<file path="src/rtl/pipeline_mem_sync.sv">
// Handshake between the pipeline step and the split I/D memories: holds requests until resp, then pulses advance.
// Optional stall counters are built only when MEM_SYNC_PERF_EN is defined.
module pipeline_mem_sync #(
    parameter int DATA_W = 32,
    parameter int CNT_W  = 32
) (
    input  logic              clk,
    input  logic              rst,
    input  logic              need_data_read,
    input  logic              need_data_write,
    input  logic              stall_req,
    input  logic              inst_mem_resp,
    input  logic [DATA_W-1:0] inst_mem_rdata,
    input  logic              data_mem_resp,
    input  logic [DATA_W-1:0] data_mem_rdata,
    output logic              inst_mem_read,
    output logic              data_mem_read,
    output logic              data_mem_write,
    output logic              advance,
    output logic [DATA_W-1:0] inst_rdata_q,
    output logic [DATA_W-1:0] data_rdata_q,
    output logic [CNT_W-1:0]  inst_stall_cnt,
    output logic [CNT_W-1:0]  data_stall_cnt
);

    typedef enum logic [1:0] {REQ, HOLD, ADV} state_t;

    state_t state;
    logic   i_done;
    logic   d_done;
    logic   in_req;
    logic   data_req;
    logic   data_need;
    logic   i_hit;
    logic   d_hit;
    logic   step_done;

    // Outputs are gated by rst so nothing is requested while the memories are also in reset.
    assign in_req         = rst && (state == REQ);
    assign inst_mem_read  = in_req && !i_done;
    assign data_mem_write = in_req && need_data_write && !d_done;
    assign data_mem_read  = in_req && need_data_read && !need_data_write && !d_done;
    assign advance        = rst && (state == ADV);

    assign data_req  = data_mem_read || data_mem_write;
    assign data_need = need_data_read || need_data_write;
    assign i_hit     = inst_mem_read && inst_mem_resp;
    assign d_hit     = data_req && data_mem_resp;
    assign step_done = (i_done || i_hit) && (d_done || d_hit || !data_need);

    always_ff @(posedge clk) begin
        if (!rst) begin
            state        <= REQ;
            i_done       <= 1'b0;
            d_done       <= 1'b0;
            inst_rdata_q <= '0;
            data_rdata_q <= '0;
        end else begin
            case (state)
                REQ: begin
                    if (i_hit) begin
                        i_done       <= 1'b1;
                        inst_rdata_q <= inst_mem_rdata;
                    end
                    if (d_hit) begin
                        d_done <= 1'b1;
                        if (data_mem_read) begin
                            data_rdata_q <= data_mem_rdata;
                        end
                    end
                    if (step_done) begin
                        state <= stall_req ? HOLD : ADV;
                    end
                end
                HOLD: begin
                    if (!stall_req) begin
                        state <= ADV;
                    end
                end
                ADV: begin
                    i_done <= 1'b0;
                    d_done <= 1'b0;
                    state  <= REQ;
                end
                default: begin
                    state <= REQ;
                end
            endcase
        end
    end

`ifdef MEM_SYNC_PERF_EN
    function automatic logic [CNT_W-1:0] sat_inc(input logic [CNT_W-1:0] c);
        return (c == {CNT_W{1'b1}}) ? c : c + 1'b1;
    endfunction

    logic [CNT_W-1:0] inst_cnt;
    logic [CNT_W-1:0] data_cnt;

    // A request output being high already implies REQ state and rst released.
    always_ff @(posedge clk) begin
        if (!rst) begin
            inst_cnt <= '0;
            data_cnt <= '0;
        end else begin
            if (inst_mem_read && !inst_mem_resp) begin
                inst_cnt <= sat_inc(inst_cnt);
            end
            if (data_req && !data_mem_resp) begin
                data_cnt <= sat_inc(data_cnt);
            end
        end
    end

    assign inst_stall_cnt = inst_cnt;
    assign data_stall_cnt = data_cnt;
`else
    assign inst_stall_cnt = '0;
    assign data_stall_cnt = '0;
`endif

endmodule

</file>
<file path="config.mk">
export PLATFORM = sky130hd
export DESIGN_NAME = pipeline_mem_sync
export DESIGN_NICKNAME = d
export VERILOG_FILES = /design/src/rtl/pipeline_mem_sync.sv
export SDC_FILE = /design/constraint.sdc
export NUM_CORES = 1
export LEC_CHECK = 0
export CORE_MARGIN = 4
export CORE_UTILIZATION = 36
export DETAILED_ROUTE_END_ITERATION = 10
export GPL_TIMING_DRIVEN = 0
export PLACE_DENSITY_LB_ADDON = 0.15
export SKIP_CTS_REPAIR_TIMING = 1
export SYNTH_ARGS = -nofsm -noshare
export SYNTH_HDL_FRONTEND = slang
export SYNTH_SLANG_ARGS = --single-unit
export TNS_END_PERCENT = 100
</file>
<file path="constraint.sdc">
create_clock -name clk -period 1.6 [get_ports clk]
set_input_delay 0.32 -clock clk [delete_from_list [all_inputs] [get_ports clk]]
set_output_delay 0.32 -clock clk [all_outputs]
set_load 0.01 [all_outputs]
</file>
Word level (Yosys, flattened, before mapping)
Index checks and enable logic that the tools add are counted.
{"block": "totals", "register_bits": 68, "latch_bits": 0, "ramBits": 0, "rom_bits": 0, "inputBits": 71, "out_inout_bits": 132, "word_cells": 46, "mem_count": 0}
{"block": "op_classes", "addsub": 0, "mul": 0, "n_div": 0, "magnitude_cmp": 0, "n_eq_ne": 6, "shifts": 0, "n_mux": 8, "n_bitwise": 0, "n_reduce_logical": 27}
{"cell": "$logic_and 1x1->1", "n": 11}
{"cell": "$ne 2x2->1 const B", "n": 4}
{"cell": "$reduce_and 2->1", "n": 4}
{"cell": "$mux 2", "n": 3}
{"cell": "$logic_or 1x1->1", "n": 5}
{"cell": "$logic_not 1->1", "n": 4}
{"cell": "$pmux 1 s2", "n": 2}
{"cell": "$pmux 2 s2", "n": 1}
{"cell": "$reduce_and 3->1", "n": 1}
{"cell": "$eq 2x1->1 const B", "n": 1}
{"cell": "$eq 2x2->1 const B", "n": 1}
{"cell": "$logic_not 2->1", "n": 1}
{"cell": "$mux 1", "n": 2}
{"cell": "$reduce_bool 2->1", "n": 1}

Longest topological paths before layout
{"block": "logic_depth", "depth_word": 12, "depth_mapped": 6, "depth_no_buf": 3}

Least setup slack after synthesis
OpenSTA, ideal clock, no wires.
{"block": "synth_timing", "path_type": "reg-to-reg", "startpoint": "register state[1]", "endpoint": "register data_rdata_q[10]", "setup_ns": 0.072, "t_arrival_ns": 1.372, "required_ns": 1.528, "setup_slack_ns": 0.157, "stages_incl_launch_ff": 6, "n_path_buf": 2, "synth_period_minus_slack_ns": 1.443, "path_cell_list": "dfxtp_1 nor4b_4 and2_1 buf_4 buf_6 mux2i_1"}
{"block": "synth_via", "elab_chain_len": 8, "elab_cells_between_ends": 10, "cone_classes": "reduce/logical: 10"}
{"element": "start: declaration", "line": "28", "source": "state_t state;"}
{"element": "start signal: assignment", "line": "72", "source": "state <= stall_req ? HOLD : ADV;"}
{"element": "$logic_not 2->1 *", "line": "39, 59"}
{"element": "$logic_and 1x1->1", "line": "39", "source": "assign in_req = rst && (state == REQ);"}
{"element": "$logic_and 1x1->1 (3 in series)", "line": "42", "source": "assign data_mem_read = in_req && need_data_read && !need_data_write && !d_done;"}
{"element": "$logic_or 1x1->1", "line": "45", "source": "assign data_req = data_mem_read || data_mem_write;"}
{"element": "$logic_and 1x1->1", "line": "48", "source": "assign d_hit = data_req && data_mem_resp;"}
{"element": "$reduce_and 3->1 (no source line) *"}
{"element": "end signal: assignment", "line": "68", "source": "data_rdata_q <= data_mem_rdata;"}
{"element": "end: declaration", "line": "21", "source": "output logic [DATA_W-1:0] data_rdata_q,"}
Every way passes the cells marked *; elsewhere a longest branch is shown, timed or not.
A chain may end at the register's enable or synchronous reset.

Final worst setup path
{"block": "layout_timing", "startpoint": "register state[0]", "endpoint": "output data_mem_read"}
{"block": "layout_via", "elab_chain_len": 5}
{"element": "$logic_not 2->1", "line": "39"}
{"element": "$logic_and 1x1->1", "line": "39"}
{"element": "$logic_and 1x1->1 (3 in series)", "line": "42"}
{"element": "end: declaration", "line": "17", "source": "output logic data_mem_read,"}
No other way between the ends.

==> flow_summary_export.csv <==
group,metric,value,unit
outcome,status,"finished with violations",
outcome,violations,"negative setup slack",
route,wl_met3,912,µm
cells_and_area,final_nets,663,
route,ant_nets,0,
logic_synthesis,netlist_area,3040,µm²
route,m1WireLength,3.46,mm
clocking,cts_tree,"done",
pwr,switchingPower,0.00105,W
setup_path,critPathBufInv,1,
floorplanning,coreArea,8220,µm²
timing,slew_violations,0,
route,drt_iter0_drc,90,
floorplanning,start_util,0.370,
logic_synthesis,syn-instance-count,374,
logic_synthesis,yosysSeqAreaShare,0.448,
timing,fmax,574,MHz
setup_path,endpoint_kind,"output pin",
cells_and_area,layout.cells.non_filler,701,
setup_path,r2r-end,"data_rdata_q[6]",
setup_path,start_kind,"register",
floorplanning,die_area,9980,µm²
setup_path,slowest_stage,"dfxtp_4",
route,top_layer,"met4",
floorplanning,ios,203,
cells_and_area,fin_area,5110,µm²
setup_path,cpLargestDelayFamily,"simple AND/OR/NAND/NOR gates",
place,dp_slack,-1.04,ns
clocking,cts_root_buf,"clkbuf_8",
pwr,power_frac_clock,0.310,
place,numPortBuffers,137,
pwr,combPwrFrac,0.228,
timing,finalClockSkew,0.0105,ns
setup_path,cp_data_required_time,1.28,ns
setup_path,r2r_start,"state[0]",
global_route,grt_max_degree,11,
timing,fin_ws,-0.143,ns
setup_path,crit_path_end,"data_mem_read",
setup_path,crit_path_start,"state[0]",
setup_path,path_max_fanout,6,
route,drt-vias-per-instance,4.36,
cells_and_area,final_common_cell,"clkdlybuf4s50_1",
route,wl_per_cell,12.6,µm
timing,post-route-min-period,1.74,ns
setup_path,slowest_delay,0.38,ns
timing,setup_tns,-0.253,ns
floorplanning,row_count,33,
logic_synthesis,yosysWarnings,0,
clocking,cts.sinks,68,
route,first_pass_iters,4,
setup_path,crit_arrival,1.42,ns
pwr,p_int,0.00295,W
floorplanning,fp.dieH,99.9,µm
pwr,p_per_area,782,nW/µm²
timing,rsz0062_at_grt,"true",
setup_path,cp.depth,3,
setup_path,r2r_cells,6,
clocking,cts_max_level,3,
cells_and_area,diodes,0,
place,postPlaceCellArea,4780,µm²
pwr,p_leak,2.26,nW
job,drv_cap,0,
global_route,grt_pass1_wl,13.5,mm
timing,fin_crit_sh,1.09,
route,totalWireLength,8.84,mm
cells_and_area,mostFrequentLayoutCells,"clkdlybuf4s50_1, buf_4, nand2_1, dfxtp_1, conb_1",
pwr,ir_drop,0.000460,V
timing,max_slew.worst_pin.slew,0.524,ns
cells_and_area,drive_above_1_share,0.183,
logic_synthesis,synth_cell_types,26,
timing,relSlewSlack,0.651,
place,place_congestion,0.706,
timing,hold_viol_final,0,
pwr,switching_share,0.263,
timing,setup-violations-final,3,
route,vias,3056,
pwr,power_frac_seq,0.462,
global_route,track_usage,0.168,
clocking,path_clk_slew,0.07,ns
logic_synthesis,synth_largest_area_cell,"dfxtp_1",
route,drc,0,
place,placed_cells,679,
floorplanning,fp.dieW,99.9,µm
clocking,cts_buffers,9,
logic_synthesis,avgSynthCellArea,8.13,µm²
logic_synthesis,ys_seq_elements,68,
cells_and_area,fillerInstances,730,
route,route.met2.wl,4.33,mm
timing,hold_slack,0.417,ns
global_route,grt_pass1_vias,2810,
setup_path,cp_cell_sequence,"nor4b_4 > and3b_1 > buf_6",
global_route,antenna_found_initial,0,
logic_synthesis,yosysTopAreaCellShare,0.448,
global_route,grt_overflow,0,
logic_synthesis,ys_top_cells_by_area,"dfxtp_1, buf_4, nand3_1",
clocking,clk_latency,0.33,ns
hold_path,hold_class,"input port to register",
clocking,clockBufferDepth,2,
place,hpwl,6.80,mm
setup_path,crit_type,"register to output pin",
setup_path,reg2reg_setup_slack,0.04,ns
cells_and_area,area_growth,68.2,%
routing by layer:
layer  vias to the layer above  GRT usage
li1                       1550          -
met1                      1372      0.189
met2                       122      0.293
met3                        12     0.0709
met4                         0     0.0420
met5                         -          0
tightest hold or removal path, delay by kind of cell:
family	cells	cell delay [ns]
AOI/OAI and AO/OA	1	0.06
and+or+nand+nor	1	0.13
buffers and inverters	1	0.19
stage by stage:
step                utilization  power (W)
finish                    0.622    0.00400
CTS                       0.602    0.00400
global placement          0.582    0.00273
detailed placement        0.582    0.00275
global route              0.622    0.00419
floorplan                     -    0.00231
power groups by stage:
stage,combinational (W),sequential [W],clock [W]
6_report,0.000911,0.00185,0.00124
5_1_grt,0.000988,0.00186,0.00134
4_1_cts,0.000863,0.00185,0.00128
3_5_place_dp,0.000859,0.00189,0
3_3_place_gp,0.000852,0.00188,0
2_1_floorplan,0.000386,0.00192,0
sequential cells by signal, summed over array words and instances (netlist names):
register      flops
state             2
data_rdata_q     32
i_done            1
d_done            1
inst_rdata_q     32
cell families (layout without fill, tap and decap cells):
| logic type | count (synthesis) | in the layout | synth area share |
|---|---|---|---|
| other | 1 | 64 | 0.00123 |
| buffers and inverters | 93 | 252 | 0.200 |
| muxes | 7 | 7 | 0.0231 |
| and+or+nand+nor | 145 | 145 | 0.229 |
| AOI/OAI and AO/OA | 60 | 60 | 0.0992 |
| DFF | 68 | 68 | 0.448 |
how the worst min path moves through the flow:
stage,from,to,slack [ns],cells after the start
2_1_floorplan,data_mem_rdata[0],data_rdata_q[0],0.45,2
5_1_grt,data_rdata_q[9],data_rdata_q[9],0.47,2
3_5_place_dp,data_rdata_q[21],data_rdata_q[21],0.44,2
4_1_cts,inst_mem_resp,inst_rdata_q[0],0.40,3
6_report,inst_mem_resp,inst_rdata_q[0],0.42,3
3_3_place_gp,data_rdata_q[14],data_rdata_q[14],0.44,2
final cells by class:
type | instances | area (µm²) | share of cell area
Tap cell | 105 | 131 | 0.0257
Timing Repair Buffer | 146 | 1480 | 0.290
Buffer | 89 | 642 | 0.126
Clock inverter | 2 | 10.0 | 0.00196
Clock buffer | 13 | 159 | 0.0311
Multi-Input combinational cell | 276 | 1310 | 0.257
Sequential cell | 68 | 1370 | 0.268
Inverter | 2 | 7.51 | 0.00147
cell usage after synthesis:
master,instances
a21oi_1,1
a31oi_1,1
and2_1,3
and3_1,1
and3b_1,2
and4_1,1
and4b_1,1
buf_2,2
buf_4,65
buf_6,1
clkbuf_1,20
clkbuf_2,3
conb_1,1
dfxtp_1,68
inv_1,2
mux2i_1,7
nand2_1,72
nand3_1,57
nor2_1,2
nor2b_1,1
nor3_1,1
nor4b_4,2
o21ai_0,49
o21ai_1,9
or2_2,1
or3_1,1
No activity file was read; power rests on OpenSTA's default activity.
